--- config.mk ---
export PLATFORM = sky130hd
export DESIGN_NAME = fsub_pipe
export DESIGN_NICKNAME = d
export VERILOG_FILES = /design/src/rtl/fpu_pkg.sv /design/src/rtl/lzc28.sv /design/src/rtl/fsub_pipe.sv
export SDC_FILE = /design/constraint.sdc
export NUM_CORES = 1
export LEC_CHECK = 0
export CORE_UTILIZATION = 50
export DETAILED_ROUTE_END_ITERATION = 7
export PLACE_DENSITY = 0.71
export SLEW_MARGIN = 20
export SYNTH_ARGS = -nofsm -noshare
export SYNTH_HDL_FRONTEND = slang
export SYNTH_SLANG_ARGS = --single-unit
export TNS_END_PERCENT = 10
--- constraint.sdc ---
create_clock -name clk -period 6.95 [get_ports clk]
set_input_delay 1.39 -clock clk [delete_from_list [all_inputs] [get_ports clk]]
set_output_delay 1.39 -clock clk [all_outputs]
set_load 0.01 [all_outputs]
--- src/rtl/fpu_pkg.sv ---
`default_nettype none
// ============================================================================
// Module      : fpu_pkg
// Description : Shared single-precision constants and pipeline stage record.
// Revision    : 1.0 - initial release
// ============================================================================
package fpu_pkg;

    localparam int EXP_W  = 8;
    localparam int FRAC_W = 23;
    localparam int EXT_W  = 28;
    localparam int LZC_W  = 5;

    localparam logic [31:0] QNAN    = 32'h7FC0_0000;
    localparam logic [31:0] POS_INF = 32'h7F80_0000;
    localparam logic [31:0] NEG_INF = 32'hFF80_0000;

    // mant layout: [27] overflow, [26] hidden, [25:3] fraction, [2:0] guard/round/sticky
    typedef struct packed {
        logic              sign;
        logic [EXP_W-1:0]  exp;
        logic [EXT_W-1:0]  mant;
        logic              special;
        logic [31:0]       special_val;
        logic              valid;
    } stage_t;

endpackage
`default_nettype wire

--- src/rtl/lzc28.sv ---
`default_nettype none
// ============================================================================
// Module      : lzc28
// Description : Leading-zero counter for a 28-bit word, with all-zero flag.
// Revision    : 1.0 - initial release
// ============================================================================
module lzc28
    import fpu_pkg::*;
(
    input  logic [EXT_W-1:0] i_value,
    output logic [LZC_W-1:0] o_count,
    output logic             o_zero
);

    // Scanning upward lets the highest set bit write last.
    always_comb begin
        o_count = LZC_W'(EXT_W);
        for (int i = 0; i < EXT_W; i++) begin
            if (i_value[i]) begin
                o_count = LZC_W'(EXT_W - 1 - i);
            end
        end
    end

    assign o_zero = (i_value == '0);

endmodule
`default_nettype wire

--- src/rtl/fsub_pipe.sv ---
`default_nettype none
// ============================================================================
// Module      : fsub_pipe
// Description : 3-stage IEEE-754 single subtractor (op1 - op2), RNE, FTZ.
// Revision    : 1.0 - initial release
// ============================================================================
module fsub_pipe
    import fpu_pkg::*;
(
    input  logic        clk,
    input  logic        reset,
    input  logic        enable,
    input  logic        in_valid,
    input  logic [31:0] op1,
    input  logic [31:0] op2,
    output logic [31:0] result,
    output logic        out_valid
);

    // ------------------------------------------------------------------
    // Stage 1: unpack, classify, order by magnitude, align
    // ------------------------------------------------------------------
    logic              w_a_sign, w_b_sign;
    logic [EXP_W-1:0]  w_a_exp, w_b_exp;
    logic [FRAC_W-1:0] w_a_frac, w_b_frac;
    logic              w_a_zero, w_b_zero;
    logic              w_a_nan, w_b_nan;
    logic              w_a_inf, w_b_inf;

    assign w_a_sign = op1[31];
    assign w_b_sign = ~op2[31];
    assign w_a_exp  = op1[30:23];
    assign w_b_exp  = op2[30:23];
    assign w_a_zero = (w_a_exp == '0);
    assign w_b_zero = (w_b_exp == '0);
    assign w_a_frac = w_a_zero ? '0 : op1[22:0];
    assign w_b_frac = w_b_zero ? '0 : op2[22:0];
    assign w_a_nan  = (w_a_exp == '1) && (op1[22:0] != '0);
    assign w_b_nan  = (w_b_exp == '1) && (op2[22:0] != '0);
    assign w_a_inf  = (w_a_exp == '1) && (op1[22:0] == '0);
    assign w_b_inf  = (w_b_exp == '1) && (op2[22:0] == '0);

    logic              w_swap;
    logic              w_l_sign;
    logic [EXP_W-1:0]  w_l_exp, w_s_exp, w_exp_diff;
    logic [FRAC_W-1:0] w_l_frac, w_s_frac;
    logic              w_l_zero, w_s_zero;
    logic [EXT_W-1:0]  w_l_ext, w_s_ext, w_s_shift, w_s_aligned;
    logic              w_s_lost;

    assign w_swap     = {w_b_exp, w_b_frac} > {w_a_exp, w_a_frac};
    assign w_l_sign   = w_swap ? w_b_sign : w_a_sign;
    assign w_l_exp    = w_swap ? w_b_exp  : w_a_exp;
    assign w_s_exp    = w_swap ? w_a_exp  : w_b_exp;
    assign w_l_frac   = w_swap ? w_b_frac : w_a_frac;
    assign w_s_frac   = w_swap ? w_a_frac : w_b_frac;
    assign w_l_zero   = w_swap ? w_b_zero : w_a_zero;
    assign w_s_zero   = w_swap ? w_a_zero : w_b_zero;
    assign w_l_ext    = {1'b0, ~w_l_zero, w_l_frac, 3'b000};
    assign w_s_ext    = {1'b0, ~w_s_zero, w_s_frac, 3'b000};
    assign w_exp_diff = w_l_exp - w_s_exp;

    always_comb begin
        w_s_shift   = w_s_ext >> w_exp_diff[4:0];
        w_s_lost    = |(w_s_ext & ~({EXT_W{1'b1}} << w_exp_diff[4:0]));
        w_s_aligned = {w_s_shift[EXT_W-1:1], w_s_shift[0] | w_s_lost};
        if (w_exp_diff >= 8'd27) begin
            w_s_aligned = {27'd0, |w_s_ext};
        end
    end

    logic        w_special;
    logic [31:0] w_special_val;

    always_comb begin
        w_special     = 1'b1;
        w_special_val = QNAN;
        if (w_a_nan || w_b_nan) begin
            w_special_val = QNAN;
        end else if (w_a_inf && w_b_inf) begin
            w_special_val = (w_a_sign != w_b_sign) ? QNAN
                          : (w_a_sign ? NEG_INF : POS_INF);
        end else if (w_a_inf) begin
            w_special_val = w_a_sign ? NEG_INF : POS_INF;
        end else if (w_b_inf) begin
            w_special_val = w_b_sign ? NEG_INF : POS_INF;
        end else if (w_a_zero && w_b_zero) begin
            // Only -0 + -0 keeps a negative sign under round-to-nearest.
            w_special_val = {w_a_sign & w_b_sign, 31'd0};
        end else begin
            w_special = 1'b0;
        end
    end

    stage_t           w_s1_next;
    stage_t           r_s1;
    logic [EXT_W-1:0] r_s1_small;
    logic             r_s1_sub;

    always_comb begin
        w_s1_next             = '0;
        w_s1_next.sign        = w_l_sign;
        w_s1_next.exp         = w_l_exp;
        w_s1_next.mant        = w_l_ext;
        w_s1_next.special     = w_special;
        w_s1_next.special_val = w_special_val;
        w_s1_next.valid       = in_valid;
    end

    always_ff @(posedge clk) begin
        if (reset) begin
            r_s1       <= '0;
            r_s1_small <= '0;
            r_s1_sub   <= 1'b0;
        end else if (enable) begin
            r_s1       <= w_s1_next;
            r_s1_small <= w_s_aligned;
            r_s1_sub   <= w_a_sign ^ w_b_sign;
        end
    end

    // ------------------------------------------------------------------
    // Stage 2: effective add/subtract and leading-zero count
    // ------------------------------------------------------------------
    logic [EXT_W-1:0] w_sum;
    logic [LZC_W-1:0] w_lzc;
    logic             w_sum_zero;
    stage_t           w_s2_next;
    stage_t           r_s2;
    logic [LZC_W-1:0] r_s2_lzc;
    logic             r_s2_zero;

    assign w_sum = r_s1_sub ? (r_s1.mant - r_s1_small) : (r_s1.mant + r_s1_small);

    lzc28 u_lzc (
        .i_value (w_sum),
        .o_count (w_lzc),
        .o_zero  (w_sum_zero)
    );

    always_comb begin
        w_s2_next      = r_s1;
        w_s2_next.mant = w_sum;
    end

    always_ff @(posedge clk) begin
        if (reset) begin
            r_s2      <= '0;
            r_s2_lzc  <= '0;
            r_s2_zero <= 1'b0;
        end else if (enable) begin
            r_s2      <= w_s2_next;
            r_s2_lzc  <= w_lzc;
            r_s2_zero <= w_sum_zero;
        end
    end

    // ------------------------------------------------------------------
    // Stage 3: normalise, round to nearest even, pack
    // ------------------------------------------------------------------
    logic [LZC_W-1:0]  w_lshift;
    logic [26:0]       w_norm;
    logic [9:0]        w_exp_n, w_exp_r;
    logic              w_round_up;
    logic [24:0]       w_mant_r;
    logic [FRAC_W-1:0] w_frac_out;
    logic [31:0]       w_s3_result;

    assign w_lshift = r_s2_lzc - 5'd1;

    always_comb begin
        // Bit 26 of w_norm holds the leading one; [2:0] are guard/round/sticky.
        if (r_s2.mant[27]) begin
            w_norm = {r_s2.mant[27:2], r_s2.mant[1] | r_s2.mant[0]};
        end else begin
            w_norm = r_s2.mant[26:0] << w_lshift;
        end
    end

    assign w_exp_n    = {2'b00, r_s2.exp} + 10'd1 - {5'd0, r_s2_lzc};
    assign w_round_up = w_norm[2] & (w_norm[1] | w_norm[0] | w_norm[3]);
    assign w_mant_r   = {1'b0, w_norm[26:3]} + {24'd0, w_round_up};
    assign w_exp_r    = w_exp_n + {9'd0, w_mant_r[24]};
    assign w_frac_out = w_mant_r[24] ? w_mant_r[23:1] : w_mant_r[22:0];

    always_comb begin
        w_s3_result = {r_s2.sign, w_exp_r[7:0], w_frac_out};
        if (r_s2.special) begin
            w_s3_result = r_s2.special_val;
        end else if (r_s2_zero) begin
            w_s3_result = 32'h0000_0000;
        end else if (w_exp_n[9] || (w_exp_n == 10'd0)) begin
            w_s3_result = {r_s2.sign, 31'd0};
        end else if (w_exp_r >= 10'd255) begin
            w_s3_result = r_s2.sign ? NEG_INF : POS_INF;
        end
    end

    logic [31:0] r_result;
    logic        r_out_valid;

    always_ff @(posedge clk) begin
        if (reset) begin
            r_result    <= '0;
            r_out_valid <= 1'b0;
        end else if (enable) begin
            r_out_valid <= r_s2.valid;
            if (r_s2.valid) begin
                r_result <= w_s3_result;
            end
        end
    end

    assign result    = r_result;
    assign out_valid = r_out_valid;

endmodule
`default_nettype wire

==> results of run 1 <==
## sequential cells by signal, indices dropped and copies added (netlist names)
| name | count |
|---|---|
| out_valid | 1 |
| r_s1 | 38 |
| r_s1_small | 27 |
| r_s1_sub | 1 |
| r_s2 | 42 |
| r_s2_lzc | 5 |
| r_s2_zero | 1 |
| result | 32 |
## metal layers
layer | up-vias | wire length, um
met3 | 98 | 2880
li1 | 7508 | -
met2 | 638 | 23900
met1 | 7454 | 21800
met4 | 0 | 1900
met5 | - | 0
## cell families after synthesis
| group | after synthesis | synth area share [%] |
|---|---|---|
| compound gates | 570 | 25.5 |
| xor+xnor | 57 | 3.37 |
| fa+ha+maj | 104 | 8.61 |
| buf+inv | 239 | 6.67 |
| flops | 147 | 19.3 |
| mux | 141 | 13.3 |
| simple gates | 745 | 23.3 |
## worst max-delay path, stage by stage (launching register included)
cell and delay [ps]:
dfxtp_2 360, inv_2 110, ha_1 330, o41ai_1 880, and3_1 330, a22o_1 180
o31a_1 150, ha_1 170, ha_1 210, inv_1 100, a2111oi_4 430, nand4_4 200
nor4_4 380, and2_4 230, ha_1 180, ha_1 190, and3_1 210, nand3_1 130
nor3_1 220, o21ai_0 160, mux2i_1 280, nand2_1 230, nor4_2 200, buf_4 290
nand2_1 70, a31oi_1 150
## metrics by stage
step	area, um2	power (mW)	worst slack (ps)
floorplan	15300	2.24	111
global placement	16700	2.71	303
detailed placement	16700	2.71	231
CTS	17300	3.63	534
global route	17300	3.85	67.3
finish	17300	3.66	500
## report_power, final
part | internal (mW) | switching [mW] | leakage [nW]
combinational | 0.715 | 1.07 | 5.29
sequential | 0.889 | 0.0611 | 1.20
clock | 0.544 | 0.376 | 0.285
total | 2.15 | 1.51 | 6.78
## cell type report
| cell class | instances | area share [%] |
|---|---|---|
| Timing Repair Buffer | 167 | 8.75 |
| Sequential cell | 147 | 17.0 |
| Inverter | 108 | 2.35 |
| Antenna cell | 1 | 0.0145 |
| Clock buffer | 19 | 2.56 |
| Multi-Input combinational cell | 1617 | 65.6 |
| Clock inverter | 13 | 0.869 |
| Tap cell | 390 | 2.82 |
## worst max path at each step
stage | from | endpoint | slack (ps) | cells after the start
finish | r_s2_lzc[0] | result[16] | 500 | 25
global route | r_s2_lzc[0] | result[16] | 70 | 23
CTS | r_s2_lzc[0] | result[16] | 530 | 25
detailed placement | op1[23] | r_s1_small[0] | 230 | 22
global placement | op2[23] | r_s1_small[0] | 300 | 23
floorplan | op1[23] | r_s1_small[0] | 110 | 28
## cells in the final DEF (no fill, tap or decap), types with 20 or more instances in the layout
cell and count:
a211oi_1 59, a21oi_1 131, a31oi_1 21, buf_4 68, clkdlybuf4s50_1 98, dfxtp_1 146, ha_1 102, inv_1 104
mux2_2 27, mux2i_1 66, mux4_2 47, nand2_1 203, nand2b_1 25, nand3_1 56, nand4_1 20, nor2_1 249
nor2b_1 22, nor3_1 60, nor4_1 21, o211ai_1 25, o21ai_0 115, xnor2_1 40
==> metrics.md, run 1 <==
| Metric | Value |
|---|---|
| Status | completed |
| Worst Tran Pin Value | 1100 ps |
| Hold EP | result[2] |
| Worst Skew | 13.1 ps |
| Setup TNS | 0 ps |
| Startpoint types | register |
| Synthesized flop and latch total | ~150 |
| Unique cell type count in the Yosys netlist | 102 |
| Fin Hold WS | 439 ps |
| Syn Nets | 2175 |
| Post-Synthesis Cells | 2003 |
| Final hold vios | 0 |
| Initial Util | 51.1% |
| DRC | 0 |
| Yosys top cell by area | dfxtp_1 |
| Async set-or-reset flop fraction in the synthesized netlist | 0% |
| Hold Crit Depth | 2 |
| Filler instances | between 2000 and 3000 |
| CP Class | reg2reg |
| FF-to-FF setup slack | 500 ps |
| Post-synth top flop | dfxtp_1 |
| Met1 usage | 42.2% |
| Pins Over Slew Limit | 0 |
| Reg area | 0.00294 mm2 |
| Power Density | 212 mW/mm2 |
| DIE HEIGHT | approximately 180 um |
| Slew headroom | 25.7% |
| Finished Core Util | 57.8% |
| GPL Wtd Cong | 1.02 |
| Worst hold start | result[2] |
| DP Cell Count | between 2000 and 2500 |
| Initial antenna violation count | 0 |
| Period utilization | between 90% and 100% |
| P&R area growth vs syn | 13.1% |
| Final ANT Viol Nets | 0 |
| Drt via density | 6.38 |
| Setup Fix Bufs, Post-CTS | 0 |
| Worst-path clk slew | 70 ps |
| Required @ worst endpoint | 7300 ps |
| Synth area leaders | dfxtp_1 19%, ha_1 8.4%, mux4_2 6.9% |
| Critical path peak fanout | 13 |
| Post-synth top area share | 19.3% |
| Max H-tree Level | 4 |
| Crit path arrival time | between 6000 and 7000 ps |
| RSZ-0062 raised after global routing | no |
| Post-CTS sizing | 0 |
| Overflow after GRT | 0 |
| Skew-Pair Late Insertion Delay | approximately 430 ps |
| Fmax | 0.155 GHz |
| Vias | 15700 |
| Row count | 63 |
| First-pass GRT wire length | 80600 um |
| Min-delay worst type | reg2reg |
| Die ar. | 0.0313 mm2 |
| MaxCap Viol Count | 0 |
| Root buf cell | clkbuf_16 |
| TritonCTS clock tree | done |
| Top post-synthesis cells by count | 250 x nor2_1, 204 x nand2_1, 147 x dfxtp_1, 131 x a21oi_1, 116 x o21ai_0 |
| Met3 Use GR | 3.41% |
| Share of post-route cells with drive strength above 1 | 11.0% |
| Dpl hpwl | roughly 40000 um |
| I/O Buffers | 100 |
| Initial DRT Pass Iterations | 6 |
| Cts hold-fix bufs | 0 |
| Leakage | just under 7 nW |
| Final Critical Period | 6450 ps |
| Multi-input gate area | 0.0113 mm2 |
| Syn avg cell area | 7.63 um2 |
| Finished Layout Cells | 2462 |
| Busiest grt layer | met2 |
| Final setup viols | 0 |
| VDD IR max | 0.167 mV |
| Core region area | around 0.03 mm2 |
| Final Routed Wirelength | 50500 um |
| Clk buf depth | 2 |
| WL/cell | 20.5 um |
| GRT met2 Usage | between 50 and 60% |
| Synth warn | 0 |
| NumNets Final | approximately 2200 |
| Worst reg2reg startpoint | r_s2_lzc[0] |
| Clock sinks | 147 |
| Most common cell in the synthesized netlist | nor2_1 |
| CP Capture Type | register |
| Total CTS buffers | 17 |
| Post-synth EDFFs | 0 |
| R2R Path End | result[16] |
| Die width | around 180 um |
| Number of DRC markers in iteration 0 | 1415 |
| Largest net degree at the start of global routing | 90 |
| Cell count of the worst reg-to-reg path | 25 |
| Number of global-route vias before repair | 14900 |
| GRT Util Overall | 32.5% |
| Mapped cell area | approximately 0.015 mm2 |
| # IOs | 101 |
| Sequential-to-total area share from yosys stat | 19.3% |
No activity file was read; power rests on OpenSTA's default activity.
==> run 2: changes to the inputs <==
--- a/config.mk
+++ b/config.mk
@@ -8,6 +8,7 @@
 export CORE_UTILIZATION = 50
 export DETAILED_ROUTE_END_ITERATION = 7
 export PLACE_DENSITY = 0.71
+export REMOVE_ABC_BUFFERS = 1
 export SLEW_MARGIN = 20
 export SYNTH_ARGS = -nofsm -noshare
 export SYNTH_HDL_FRONTEND = slang
==> run 2 against run 1 <==
Net effect:
- sequential share of layout area about the same
- via count decreased by 0.15%
- clock power decreased by 3.7%
- flip-flop and latch count unchanged
==> metrics.md, run 2 (synthesized netlist as in run 1, its figures left out) <==
| Metric | Value |
|---|---|
| Min-delay worst type | reg2reg |
| P&R area growth vs syn | 12.9% |
| Finished Layout Cells | 2459 (-0.12%) |
| Slew headroom | 37.0% (+11 points) |
| Post-route cell area | 0.0173 mm2 (-0.15%) |
| Number of global-route vias before repair | 14800 (-0.34%) |
| Setup Fix Bufs, Post-CTS | 0 (unchanged) |
| NumNets Final | 2229 (-0.045%) |
| Total power | 3.63 mW (-0.86%) |
| DP Cell Count | 2428 (-0.041%) |
| Pins Over Slew Limit | 0 (unchanged) |
| CP Capture Type | register |
| MaxCap Viol Count | 0 (unchanged) |
| Hold EP | result[2] |
| Commonest non-fill, non-tap cells in the layout | 249 x nor2_1, 203 x nand2_1, 146 x dfxtp_1 |
| Startpoint types | register |
| FF-to-FF setup slack | 540 ps (+40 ps) |
| Power Density | 210 mW/mm2 (-0.72%) |
| Number of DRC markers in iteration 0 | 1599 (+13%) |
| Drt via density | 6.37 (about the same) |
| WL/cell | 20.3 um (-0.96%) |
| Initial DRT Pass Iterations | 6 (unchanged) |
| Post-CTS sizing | 0 (unchanged) |
| VDD IR max | 0.189 mV (+13%) |
| R2R Path End | result[20] |
| Worst Skew | 11.4 ps (-1.65 ps) |
| Share of post-route cells with drive strength above 1 | 10.8% (-0.13 points) |
| TritonCTS clock tree | done |
| Period utilization | 92.3% (-0.54 points) |
| Dpl hpwl | 38700 um (-2.3%) |
| Final setup viols | 0 (unchanged) |
| Hold Crit Depth | 2 (unchanged) |
| Row count | 63 (unchanged) |
| Worst hold start | result[2] |
| Die ar. | 0.0313 mm2 (unchanged) |
| I/O Buffers | 100 (unchanged) |
| Cell count of the worst reg-to-reg path | 25 (unchanged) |
| Initial antenna violation count | 0 (unchanged) |
| Critical path peak fanout | 13 (unchanged) |
| GRT met2 Usage | 54.5% (-0.54 points) |
| DIE HEIGHT | 177 um (unchanged) |
| Most flop-heavy register | r_s2 |
| Die width | 177 um (unchanged) |
| GRT Util Overall | 32.2% (-0.25 points) |
| Finished Core Util | 57.7% (-0.084 points) |
| Worst reg2reg startpoint | r_s2_lzc[1] |
| # IOs | 101 (unchanged) |
| Root buf cell | clkbuf_16 |
| Commonest non-fill, non-tap cell in the layout | nor2_1 |
| Busiest grt layer | met2 |
| Cts hold-fix bufs | 0 (unchanged) |
| Initial Util | 51.1% (unchanged) |
| Worst Tran Pin Value | 943 ps (-159 ps) |
| GPL Wtd Cong | 0.987 (-2.9%) |
| Fmax | 0.156 GHz (+0.58%) |
| Reg area | 0.00294 mm2 (unchanged) |
| Overflow after GRT | 0 (unchanged) |
| Worst-path clk slew | 60 ps (about the same) |
| ANT cells | 0 (-1) |
| Largest net degree at the start of global routing | 82 (-8.9%) |
| Total CTS buffers | 17 (unchanged) |
| Max reg flops | 42 (unchanged) |
| Clock sinks | 147 (unchanged) |
| Crit path arrival time | 6780 ps (-20 ps) |
| Final hold vios | 0 (unchanged) |
| Area post-placement | 0.0167 mm2 (+0.10%) |
| DRC | 0 (unchanged) |
| Final Routed Wirelength | 50000 um (-1.1%) |
| Multi-input gate area | 0.0113 mm2 (unchanged) |
| Vias | 15700 (-0.15%) |
| Status | completed |
| RSZ-0062 raised after global routing | no |
| Final Critical Period | 6410 ps (-37.3 ps) |
| First-pass GRT wire length | 79600 um (-1.3%) |
| Required @ worst endpoint | 7310 ps (about the same) |
| Met3 Use GR | 3.57% (+0.15 points) |
| Core region area | 0.0299 mm2 (unchanged) |
| CP Class | reg2reg |
| Final ANT Viol Nets | 0 (unchanged) |
| Max H-tree Level | 4 (unchanged) |
| Leakage | 6.76 nW (-0.33%) |
| Met1 usage | 40.1% (-2.1 points) |
| Filler instances | 2796 (-0.46%) |
| Skew-Pair Late Insertion Delay | 450 ps (+20 ps) |
| Clk buf depth | 2 (unchanged) |
==> run 2: worst max-delay path by stage <==
stage                            from        endpoint  slack, ps  cells after the start
after detailed placement      op1[23]   r_s1_small[2]        210                     24
after global placement        op2[23]  r_s1_small[24]        280                     19
final                     r_s2_lzc[1]      result[20]        540                     25
after CTS                 r_s2_lzc[1]      result[20]        560                     25
after floorplan               op2[23]  r_s1_small[16]       -860                     19
after global routing      r_s2_lzc[1]       result[2]         20                     24
==> run 2: worst max-delay path: stages, from the launching register on <==
cell and delay (ps):
dfxtp_1 660, inv_1 100, ha_1 320, o41ai_1 680, and3_1 260, a22o_1 160
o31a_1 150, ha_1 170, ha_1 210, inv_1 100, a2111oi_4 430, nand4_4 200
nor4_4 400, and2_4 230, ha_1 180, ha_1 180, and3_1 210, nand3_1 130
nor3_1 220, o21ai_0 160, mux2i_1 270, nand2_1 210, nor4_2 180, buf_4 290
nand2_1 80, a31oi_1 160
==> run 2: layout make-up <==
class                      count  area share, %
sequential                   147           17.1
clock buffer                  20           2.59
inverter                     108           2.35
timing repair buffer         166           8.86
tap                          390           2.83
multi-input combinational   1617           65.7
clock inverter                11          0.616
==> run 2: report_power, final <==
group | total [mW] | leakage (nW) | switching (mW) | internal (mW)
clock | 0.886 | 0.262 | 0.386 | 0.501
sequential | 0.952 | 1.20 | 0.0633 | 0.889
combinational | 1.79 | 5.29 | 1.07 | 0.719
total | 3.63 | 6.76 | 1.52 | 2.11
==> run 2: through the flow <==
stage                     setup TNS [ps]  setup WS [ps]  hold WS, ps
final                                  0            538          444
after global routing                   0           18.7          474
after CTS                              0            560          449
after detailed placement               0            208          439
after global placement                 0            280          429
after floorplan                   -18700           -856          439
==> run 2: routing by layer <==
| metal | part of all wire (%) | vias to the layer above | routed length [um] |
|---|---|---|---|
| met1 | 42 | 7402 | 21100 |
| met3 | 5.5 | 142 | 2750 |
| met2 | 47 | 645 | 23700 |
| met5 | 0 | - | 0 |
| li1 | - | 7486 | - |
| met4 | 4.9 | 0 | 2440 |
==> run 3: changes to the inputs <==
--- a/config.mk
+++ b/config.mk
@@ -5,9 +5,11 @@
 export SDC_FILE = /design/constraint.sdc
 export NUM_CORES = 1
 export LEC_CHECK = 0
+export CAP_MARGIN = 0
 export CORE_UTILIZATION = 50
 export DETAILED_ROUTE_END_ITERATION = 7
-export PLACE_DENSITY = 0.71
+export HOLD_SLACK_MARGIN = 0.03
+export PLACE_DENSITY = 0.74
 export REMOVE_ABC_BUFFERS = 1
 export SLEW_MARGIN = 20
 export SYNTH_ARGS = -nofsm -noshare
==> run 3 against run 2 <==
Net effect:
- clock power is 2% lower
- clock-buffer cell count is 1 lower
- final area is 0.23% lower
- maximum frequency is 0.11% lower
- non-clock buffer count is 8 lower
- power is 0.89% lower
- critical path type is now in2reg
- largest cell class unchanged
==> metrics.md, run 3 (synthesized netlist as in run 1, its figures left out) <==
| Metric | Value |
|---|---|
| Period utilization | 92.4% (+0.10 points) |
| Finished Layout Cells | 2450 (-0.37%) |
| Die ar. | 0.0313 mm2 (unchanged) |
| Filler instances | 2815 (+0.68%) |
| Critical path peak fanout | 33 (+20) |
| Most flop-heavy register | r_s2 |
| Min-delay worst type | reg2reg |
| DRC | 0 (unchanged) |
| Pre-CTS setup slack | 197 ps (-11.1 ps) |
| Largest net degree at the start of global routing | 67 (-18%) |
| Area post-placement | 0.0166 mm2 (-0.36%) |
| Final ANT Viol Nets | 0 (unchanged) |
| GRT Util Overall | 31.4% (-0.79 points) |
| Commonest non-fill, non-tap cells in the layout | 249 x nor2_1, 203 x nand2_1, 146 x dfxtp_1 |
| Post-route cell area | 0.0172 mm2 (-0.23%) |
| GPL Wtd Cong | 1.01 (+2.1%) |
| NumNets Final | 2221 (-0.36%) |
| Power Density | 209 mW/mm2 (-0.66%) |
| Total CTS buffers | 17 (unchanged) |
| Setup Fix Bufs, Post-CTS | 0 (unchanged) |
| Root buf cell | clkbuf_16 |
| Finished Core Util | 57.6% (-0.13 points) |
| CP Class | in2reg |
| Slew headroom | 26.6% (-10 points) |
| Multi-input gate area | 0.0114 mm2 (+0.17%) |
| Vias | 15600 (-0.18%) |
| Dpl hpwl | 38300 um (-0.98%) |
| Setup TNS | 0 ps (unchanged) |
| FF-to-FF setup slack | 610 ps (+70 ps) |
| Final setup viols | 0 (unchanged) |
| Startpoint types | primary input |
| Commonest non-fill, non-tap cell in the layout | nor2_1 |
| Slowest CP cell | nor4_1 |
| P&R area growth vs syn | 12.6% |
| Final hold vios | 0 (unchanged) |
| Initial DRT Pass Iterations | 6 (unchanged) |
| Final worst setup slack | 531 ps (-6.92 ps) |
| Reg area | 0.00295 mm2 (about the same) |
| I/O Buffers | 100 (unchanged) |
| Leakage | 6.72 nW (-0.53%) |
| Slowest stage delay, CP | 500 ps (-180 ps) |
| Status | completed |
| # IOs | 101 (unchanged) |
| Clock sinks | 147 (unchanged) |
| MaxCap Viol Count | 0 (unchanged) |
| Busiest grt layer | met2 |
| Initial Util | 51.1% (unchanged) |
| Pins Over Slew Limit | 0 (unchanged) |
| Drt via density | 6.39 (+0.19%) |
| Worst-path clk slew | 60 ps (about the same) |
| Overflow after GRT | 0 (unchanged) |
| TritonCTS clock tree | done |
| GRT met2 Usage | 53.5% (-0.95 points) |
| VDD IR max | 0.175 mV (-7.8%) |
| Crit path arrival time | 6740 ps (-40 ps) |
| Final Routed Wirelength | 49000 um (-1.9%) |
| Worst Skew | 8.63 ps (-2.78 ps) |
| RSZ-0062 raised after global routing | no |
| Crit path cell chain | clkdlybuf4s50_1, nor4_1, nand2_1, buf_12, and2_1, ha_1, nand4_1, nor4_1, o21ai_0, nand4b_1, nand2_2, mux2i_1, ha_1, nand2_1, a31oi_1, o21a_1, a211o_1, mux2i_1, mux2i_1, mux2_2, nor3_1, buf_4, a21boi_0, a311o_1 |
| Share of post-route cells with drive strength above 1 | 10.6% (-0.24 points) |
| Worst Tran Pin Value | 1090 ps (+145 ps) |
| Post-CTS sizing | 0 (unchanged) |
| Fin Hold WS | 444 ps (+0.216 ps) |
| First-pass GRT wire length | 77900 um (-2.0%) |
| Row count | 63 (unchanged) |
| Met1 usage | 39.3% (-0.77 points) |
| Clk buf depth | 2 (unchanged) |
| Total power | 3.59 mW (-0.89%) |
| Final Critical Period | 6420 ps (+6.92 ps) |
| Met3 Use GR | 3.35% (-0.21 points) |
| Fmax | 0.156 GHz (-0.11%) |
| DP Cell Count | 2420 (-0.33%) |
| Skew-Pair Late Insertion Delay | 440 ps (about the same) |
| CP Capture Type | register |
| Core region area | 0.0299 mm2 (unchanged) |
| WL/cell | 20.0 um (-1.6%) |
| Required @ worst endpoint | 7280 ps (-30 ps) |
| Initial antenna violation count | 0 (unchanged) |
| Die width | 177 um (unchanged) |
| Most used cell, CP | mux2i_1 |
| Number of DRC markers in iteration 0 | 1393 (-13%) |
| Max H-tree Level | 4 (unchanged) |
| DIE HEIGHT | 177 um (unchanged) |
| Max reg flops | 42 (unchanged) |
| ANT cells | 0 (unchanged) |
| Cts hold-fix bufs | 0 (unchanged) |
| Number of global-route vias before repair | 14600 (-1.2%) |
## run 3: cell types whose count changed in the layout (fill, tap and decap cells not counted), sizes merged
cell      previous run  this run
buf                 68        60
clkbuf              20        19
clkinv               7         6
clkinvlp             3         4
## run 3: worst max-delay path, delay by kind of cell
family	cells	cell delay [ps]
adder cells (fa/ha/maj)	2	570
buffers and inverters	3	790
AND/OR/NAND/NOR	9	1890
multiplexers	4	790
AO/OA/AOI/OAI	6	1270
## run 3: layout make-up
type	instances	share of cell area (%)
clock buffer	19	2.57
clock inverter	11	0.632
inverter	108	2.36
multi-input combinational	1617	65.9
sequential	147	17.1
tap	390	2.84
timing repair buffer	158	8.53
## run 3: path summary, 6_finish.rpt
kind                from             to  cells after the start
max              op2[23]  r_s1_small[9]                     24
min           result[14]     result[14]                      2
max reg2reg  r_s2_lzc[1]     result[16]                     24
min reg2reg   result[14]     result[14]                      2
## run 3: per-layer routing
metal | vias up | routed length [um]
li1 | 7476 | -
met1 | 7324 | 20600
met3 | 134 | 2680
met4 | 0 | 2210
met5 | - | 0
met2 | 713 | 23500
## run 3: report_power, final
| group | internal, mW | switching [mW] | total [mW] |
|---|---|---|---|
| Clock | 0.499 | 0.374 | 0.872 |
| Sequential | 0.889 | 0.0706 | 0.960 |
| Combinational | 0.714 | 1.05 | 1.76 |
| Total | 2.10 | 1.49 | 3.59 |
